[config.mk]
export PLATFORM = sky130hd
export DESIGN_NAME = ppg_led_scheduler
export DESIGN_NICKNAME = d
export VERILOG_FILES = /design/src/rtl/ppg_led_scheduler.sv
export SDC_FILE = /design/constraint.sdc
export NUM_CORES = 1
export LEC_CHECK = 0
export ABC_AREA = 1
export CAP_MARGIN = 10
export CORE_AREA = 4 4 104 86
export CTS_CLUSTER_DIAMETER = 50
export CTS_CLUSTER_SIZE = 24
export DETAILED_ROUTE_END_ITERATION = 7
export DIE_AREA = 0 0 108 90
export HOLD_SLACK_MARGIN = 0.02
export PLACE_DENSITY = 0.66
export SYNTH_ARGS = -nofsm -noshare
export SYNTH_HDL_FRONTEND = slang
export SYNTH_SLANG_ARGS = --single-unit
export TNS_END_PERCENT = 20
[constraint.sdc]
create_clock -name clk -period 2.2 [get_ports clk]
set_input_delay 0.44 -clock clk [delete_from_list [all_inputs] [get_ports clk]]
set_output_delay 0.44 -clock clk [all_outputs]
set_load 0.03 [all_outputs]
[src/rtl/ppg_led_scheduler.sv]
// ppg_led_scheduler: PPG LED/sample sequencer (RED, IR, optional AMB when AMBIENT_SAMPLE_EN is defined, then GAP)
module ppg_led_scheduler #(
    parameter int SETTLE_CYC = 16,
    parameter int GAP_CYC    = 32
) (
    input  logic       clk,
    input  logic       rst_n,
    input  logic       enable,
    input  logic       cfg_load,
    input  logic [6:0] cfg_dc_red,
    input  logic [6:0] cfg_dc_ir,
    input  logic [3:0] cfg_pga_red,
    input  logic [3:0] cfg_pga_ir,
    input  logic [7:0] adc,
    input  logic       sample_ready,
    input  logic       clr_overrun,
    output logic       led_red,
    output logic       led_ir,
    output logic [6:0] dc_comp,
    output logic [3:0] pga_gain,
    output logic [7:0] sample,
    output logic [1:0] sample_ch,
    output logic       sample_valid,
    output logic       overrun,
    output logic       busy
);
    typedef enum logic [2:0] {IDLE, RED_SET, RED_SMP, IR_SET, IR_SMP, AMB_SET, AMB_SMP, GAP} state_t;
    localparam logic [7:0] SET_LD = 8'(SETTLE_CYC - 1);
    localparam logic [7:0] GAP_LD = 8'(GAP_CYC - 1);
    state_t     state, state_nxt;
    logic [7:0] cnt, cnt_nxt;
    logic [6:0] pd_dc_red, pd_dc_ir, sh_dc_red, sh_dc_ir;
    logic [3:0] pd_pga_red, pd_pga_ir, sh_pga_red, sh_pga_ir;
    logic       cap, enter_red;
    logic [1:0] cap_ch;
    // next-state and counter reload; dropping enable returns to IDLE from anywhere
    always_comb begin
        state_nxt = state;
        cnt_nxt   = cnt;
        if (!enable) begin
            state_nxt = IDLE;
            cnt_nxt   = '0;
        end else begin
            case (state)
                IDLE: begin
                    state_nxt = RED_SET;
                    cnt_nxt   = SET_LD;
                end
                RED_SET, IR_SET, AMB_SET: begin
                    if (cnt == '0)
                        state_nxt = (state == RED_SET) ? RED_SMP : (state == IR_SET) ? IR_SMP : AMB_SMP;
                    else
                        cnt_nxt = cnt - 8'd1;
                end
                RED_SMP: begin
                    state_nxt = IR_SET;
                    cnt_nxt   = SET_LD;
                end
`ifdef AMBIENT_SAMPLE_EN
                IR_SMP: begin
                    state_nxt = AMB_SET;
                    cnt_nxt   = SET_LD;
                end
`else
                IR_SMP: begin
                    state_nxt = GAP;
                    cnt_nxt   = GAP_LD;
                end
`endif
                AMB_SMP: begin
                    state_nxt = GAP;
                    cnt_nxt   = GAP_LD;
                end
                GAP: begin
                    if (cnt == '0) begin
                        state_nxt = RED_SET;
                        cnt_nxt   = SET_LD;
                    end else begin
                        cnt_nxt = cnt - 8'd1;
                    end
                end
                default: begin
                    state_nxt = IDLE;
                    cnt_nxt   = '0;
                end
            endcase
        end
    end
    assign enter_red = (state_nxt == RED_SET) && (state != RED_SET);
    assign cap       = enable && (state inside {RED_SMP, IR_SMP, AMB_SMP});
    assign cap_ch    = (state == RED_SMP) ? 2'd0 : (state == IR_SMP) ? 2'd1 : 2'd2;
    // state/counter register
    always_ff @(posedge clk or negedge rst_n) begin
        if (!rst_n) begin
            state <= IDLE;
            cnt   <= '0;
        end else begin
            state <= state_nxt;
            cnt   <= cnt_nxt;
        end
    end
    // pending registers take cfg_load; shadows refresh only at frame start
    always_ff @(posedge clk or negedge rst_n) begin
        if (!rst_n) begin
            pd_dc_red  <= 7'd64;
            pd_dc_ir   <= 7'd64;
            pd_pga_red <= '0;
            pd_pga_ir  <= '0;
            sh_dc_red  <= 7'd64;
            sh_dc_ir   <= 7'd64;
            sh_pga_red <= '0;
            sh_pga_ir  <= '0;
        end else begin
            if (cfg_load) begin
                pd_dc_red  <= cfg_dc_red;
                pd_dc_ir   <= cfg_dc_ir;
                pd_pga_red <= cfg_pga_red;
                pd_pga_ir  <= cfg_pga_ir;
            end
            if (enter_red) begin
                sh_dc_red  <= pd_dc_red;
                sh_dc_ir   <= pd_dc_ir;
                sh_pga_red <= pd_pga_red;
                sh_pga_ir  <= pd_pga_ir;
            end
        end
    end
    // sample capture, valid handshake and sticky overrun (set beats clear)
    always_ff @(posedge clk or negedge rst_n) begin
        if (!rst_n) begin
            sample       <= '0;
            sample_ch    <= '0;
            sample_valid <= 1'b0;
            overrun      <= 1'b0;
        end else begin
            if (cap) begin
                sample    <= adc;
                sample_ch <= cap_ch;
            end
            sample_valid <= cap || (sample_valid && !sample_ready);
            overrun      <= (cap && sample_valid && !sample_ready) || (overrun && !clr_overrun);
        end
    end
    assign led_red  = state inside {RED_SET, RED_SMP};
    assign led_ir   = state inside {IR_SET, IR_SMP};
    assign dc_comp  = led_red ? sh_dc_red : led_ir ? sh_dc_ir : 7'd64;
    assign pga_gain = led_red ? sh_pga_red : led_ir ? sh_pga_ir : 4'd0;
    assign busy     = state != IDLE;
endmodule

# Word level (Yosys, flattened, before mapping)
# Cells that the tools add are included.
[word_totals]
ff_bits = 67
output_inout_bits = 26
[classes]
addsub = 1
eq_ne = 10
n_mux = 16
n_reduce_logical = 19
[ops]
columns = ["operator", "count"]
rows = [
  ["$pmux W8 S4", 1],
  ["$mux W8", 3],
  ["$pmux W3 S5", 1],
  ["$mux W7", 2],
  ["$eq A3 B3 Y1 const B", 4],
  ["$mux W3", 4],
  ["$logic_not A8 Y1", 1],
  ["$mux W4", 2],
  ["$sub A8 B1 Y8 const B", 1],
  ["$eq A3 B1 Y1 const B", 2],
  ["$eq A3 B2 Y1 const B", 2],
  ["$logic_and A1 B1 Y1", 6],
  ["$mux W2", 3],
  ["$reduce_bool A3 Y1", 2],
  ["$reduce_bool A2 Y1", 2],
  ["$reduce_or A2 Y1", 2],
  ["$logic_not A3 Y1", 1],
  ["$ne A3 B1 Y1 const B", 1],
  ["$ne A3 B3 Y1 const B", 1],
  ["$reduce_or A3 Y1", 1],
  ["$logic_not A1 Y1", 2],
  ["$logic_or A1 B1 Y1", 2],
]

# Longest topological paths before layout
[logic_depth]
depth_word = 8
mapped_depth = 11

# Worst setup path before layout
# Ideal clock, no wire load.
[synth_timing]
path_type = "reg2out"
from = "reg state[2]"
to = "out dc_comp[0]"
arrival_time_ns = 1.400
setup_slack_ns = 0.360
stages_incl_launch_ff = 6
path_cell_list = "dfrtp_1 inv_1 nand2_1 nor2_1 buf_2 a22o_1"
[synth_lines]
columns = ["element", "line_no", "source"]
rows = [
  ["from (decl)", "30", "state_t state, state_nxt;"],
  ["from (signal assigned)", "98", "state <= state_nxt;"],
  ["$eq A3 B1 Y1 / $eq A3 B2 Y1 (equally long branches)", "144", "assign led_red = state inside {RED_SET, RED_SMP};"],
  ["$reduce_bool A2 Y1 (*)", "144", ""],
  ["via led_red", "17", "output logic led_red,"],
  ["$mux W7 (*)", "146", "assign dc_comp = led_red ? sh_dc_red : led_ir ? sh_dc_ir : 7'd64;"],
  ["to (decl)", "19", "output logic [6:0] dc_comp,"],
]
# Mark *: on every way through the listed nets, which the timed path passes. The rest lies on a longest branch.

# Worst setup path in the final report
[layout_timing]
from = "reg state[0]"
to = "out dc_comp[0]"
[layout_between]
elab_chain_cells = 4
[layout_lines]
columns = ["element", "line_no", "source"]
rows = [
  ["$eq A3 B2 Y1 / $eq A3 B3 Y1 (equally long branches)", "145", "assign led_ir = state inside {IR_SET, IR_SMP};"],
  ["$reduce_bool A2 Y1", "145", ""],
  ["$mux W7", "146", ""],
  ["$mux W7 (*)", "146", ""],
]
# Mark *: on every way between the ends. The rest lies on a longest branch, timed or not.

==> run_results.csv <==
group,metric,value,unit
yosys,post_synth.cell_area_avg,10.4,um^2
clocking,clk_latency,0.34,ns
detailed_routing,routed_wirelength,6570,um
timing,layout_worst_path_cycle_share,97.5,%
floorplan,fp.dieArea,9720,um^2
detailed_routing,route.vias.total,2292,
timing,max_transition_viols_final,0,
yosys,ys_types,30,
timing,rsz0062_at_grt,"true",
detailed_routing,routed_wire_length_per_instance,13.6,um
timing,maxSlewHeadroom,62.7,%
yosys,synth.net_count,335,
clocking,path_clk_slew,0.07,ns
place,place_congestion,0.829,
clocking,tritoncts_clock_tree,"done",
floorplan,design.portCount,62,
floorplan,die-height,90,um
global_routing,wire_length_of_the_first_global_routing_pass,11200,um
timing,whs,0.0972,ns
power,vdd.ir_drop.worst,0.625,mV
global_routing,grt_pass1_vias,2357,
setup_path,timing.critical_path.to_type,"output port",
setup_path,worst-endpoint-arrival,1.71,ns
detailed_routing,vias_per_cell,4.76,
job,max_cap_viol_count,0,
setup_path,timing.critical_path.fanout_max,11,
finish,layout.nets,408,
place,place_hpwl,4710,um
global_routing,antenna_found_initial,0,
global_routing,grt_max_degree,25,
yosys,yosys_warnings,0,
power,static-leakage-power,1.94,nW
finish,drive_gt1_share,29.4,%
global_routing,globalRouteOverflowTotal,0,
yosys,ff_latch_count_synth,67,
setup_path,worst-setup-path-type,"flop to output port",
clocking,cts-root-buf,"sky130_fd_sc_hd__clkbuf_8",
clocking,numCtsBuffers,9,
finish,diodes,0,
detailed_routing,drtIter0Drc,90,
timing,timing_hold_violations_final,0,
power,powerDensity,1280,nW/um^2
run_status,run_status,"finished clean",
yosys,syn_inst,297,
finish,area_growth,32.2,%
setup_path,timing.critical_path.required,1.76,ns
detailed_routing,final_antenna_net_count,0,
floorplan,floorplan.initialDensity,39.1,%
finish,finish.utilization,51.7,%
detailed_routing,remaining_drc_errors,0,
timing,largest_clock_skew_in_the_final_design,0.0102,ns
finish,layout.cells.most_common_list,"sky130_fd_sc_hd__nand2_1 (63), sky130_fd_sc_hd__dfrtp_1 (62), sky130_fd_sc_hd__clkdlybuf4s50_1 (47), sky130_fd_sc_hd__nand2_2 (25)",
global_routing,grtUsageTotal,14.4,%
timing,tightest_slew,0.559,ns
timing,fin_crit,2.15,ns
floorplan,floorplan_core_area,7870,um^2
place,io_buffers,61,
timing,report.final.setup_viol,0,
finish,multi_input_comb_area,1210,um^2
yosys,synth_sequential_area_ratio,54.7,%
finish,fillerInstances,745,
clocking,clock_path_buffers,2,
min_path,hold_path_class,"primary input to asynchronous set/reset pin",
detailed_routing,detail_route.first_pass.iterations,4,
finish,ff_latch_area,1680,um^2
floorplan,fp.dieW,108,um
finish,layout_commonest_cell,"sky130_fd_sc_hd__nand2_1",
yosys,post_synth_instance_area,3080,um^2
clocking,htreeDepth,3,
timing,clock.fmax,466,MHz
floorplan,placementRows,29,
clocking,tritoncts_num_sinks,67,
setup_path,timing.critical_path.from_type,"flop",
critical path, stage by stage, from the launching register on:
cell	delay, ns
sky130_fd_sc_hd__dfrtp_1	0.41
sky130_fd_sc_hd__inv_2	0.10
sky130_fd_sc_hd__nand2_2	0.08
sky130_fd_sc_hd__inv_1	0.11
sky130_fd_sc_hd__nor2_1	0.05
sky130_fd_sc_hd__buf_4	0.18
sky130_fd_sc_hd__a22o_1	0.27
sky130_fd_sc_hd__buf_4	0.18
synthesized netlist by cell type:
cell type                  count  share of area (%)
sky130_fd_sc_hd__xnor2_1       1               0.28
sky130_fd_sc_hd__a21oi_2       1               0.28
sky130_fd_sc_hd__nand2_1      63                7.7
sky130_fd_sc_hd__nor2_1       15                1.8
sky130_fd_sc_hd__o31ai_1       1               0.24
sky130_fd_sc_hd__mux2_2       22                8.1
sky130_fd_sc_hd__buf_2        10                1.6
sky130_fd_sc_hd__nor2_8        1               0.65
sky130_fd_sc_hd__xor2_1        3               0.85
sky130_fd_sc_hd__o32ai_1       1               0.28
sky130_fd_sc_hd__nand2_2      25                5.1
sky130_fd_sc_hd__a22o_1       10                2.8
sky130_fd_sc_hd__buf_12        2                1.3
sky130_fd_sc_hd__nand3_4       2                1.1
sky130_fd_sc_hd__nand3_1       4               0.65
sky130_fd_sc_hd__clkbuf_1      1               0.12
sky130_fd_sc_hd__nor2_2        2               0.41
sky130_fd_sc_hd__nor2_4        1               0.37
sky130_fd_sc_hd__inv_2         4               0.49
sky130_fd_sc_hd__clkinv_1      1               0.12
sky130_fd_sc_hd__o22ai_1       1               0.20
sky130_fd_sc_hd__o21ai_0       8                1.3
sky130_fd_sc_hd__ha_1          2               0.81
sky130_fd_sc_hd__inv_1        20                2.4
sky130_fd_sc_hd__o21ai_1       2               0.33
sky130_fd_sc_hd__nand4_1      22                4.5
sky130_fd_sc_hd__nand3_2       4                1.3
sky130_fd_sc_hd__a21oi_1       1               0.16
sky130_fd_sc_hd__dfstp_2       4                3.4
sky130_fd_sc_hd__dfrtp_1      63                 51
timing repair:
action	CTS	global route
gates cloned	0	0
resized for setup	4	7
setup buffers	1	3
endpoints found under the setup margin	12	12
hold buffers	0	0
final cells by class:
class	instances	share of cell area, %
timing repair buffer	75	18.0
multi-input combinational	192	29.8
sequential	67	41.4
tap	108	3.32
inverter	25	2.31
clock buffer	11	3.47
clock inverter	4	1.81
through the flow:
step | cell area [um^2] | setup slack [ns] | TNS (ns) | cells | total power, W
after global placement | 3790 | 0.131 | 0 | 463 | 0.00403
after floorplan | 3080 | 0.360 | 0 | 297 | 0.00337
final | 4070 | 0.0546 | 0 | 482 | 0.00522
after CTS | 4020 | 0.0128 | 0 | 479 | 0.00521
after detailed placement | 3790 | 0.105 | 0 | 463 | 0.00407
after global routing | 4070 | -0.0324 | -0.0586 | 482 | 0.00558
worst paths after layout:
| check | start | endpoint | slack (ns) | cells after the start |
|---|---|---|---|---|
| worst max-delay path | state[0] | dc_comp[0] | 0.05 | 7 |
| worst min-delay path | rst_n | cnt[6] | 0.1 | 1 |
| worst max register to register | cnt[0] | sh_dc_red[1] | 0.37 | 9 |
| worst min register to register | sh_dc_red[6] | sh_dc_red[6] | 0.47 | 2 |
| max in group asynchronous | rst_n | sh_dc_red[6] | 1.51 | 2 |
| min in group clk | sh_dc_red[6] | sh_dc_red[6] | 0.47 | 2 |
state kept, by name, summed over array words and instances, names as in the netlist:
name          flops
sample_ch         2
pd_dc_red         7
state             3
cnt               8
sh_pga_red        4
pd_pga_red        4
sample_valid      1
pd_dc_ir          7
sample            8
sh_dc_ir          7
pd_pga_ir         4
overrun           1
sh_dc_red         7
sh_pga_ir         4
power by group:
part / internal, W / leakage (nW) / total [W] / switching, W
Combinational: 0.000914 / 1.01 / 0.00223 / 0.00132
Clock: 0.000666 / 0.110 / 0.00111 / 0.000444
Sequential: 0.00162 / 0.822 / 0.00187 / 0.000249
Total: 0.00320 / 1.94 / 0.00522 / 0.00201
layer usage:
metal  track usage, %  wire (um)  part of all wire, %  up-vias
met5                0          0                    0        -
met4             2.84         45                 0.68        0
met3             6.09        472                  7.2        5
met2             23.6       3180                   48       53
met1             18.0       2880                   44     1105
li1                 -          -                    -     1129
kinds of logic after synthesis:
group	Yosys count	synth area share, %
flip-flops	67	54.7
multiplexers	22	8.05
XOR/XNOR	4	1.14
AND/OR/NAND/NOR	139	23.6
AO/OA/AOI/OAI	25	5.65
adder cells (fa/ha/maj)	2	0.813
buffers and inverters	38	6.10
No activity file was read; power rests on OpenSTA's default activity.
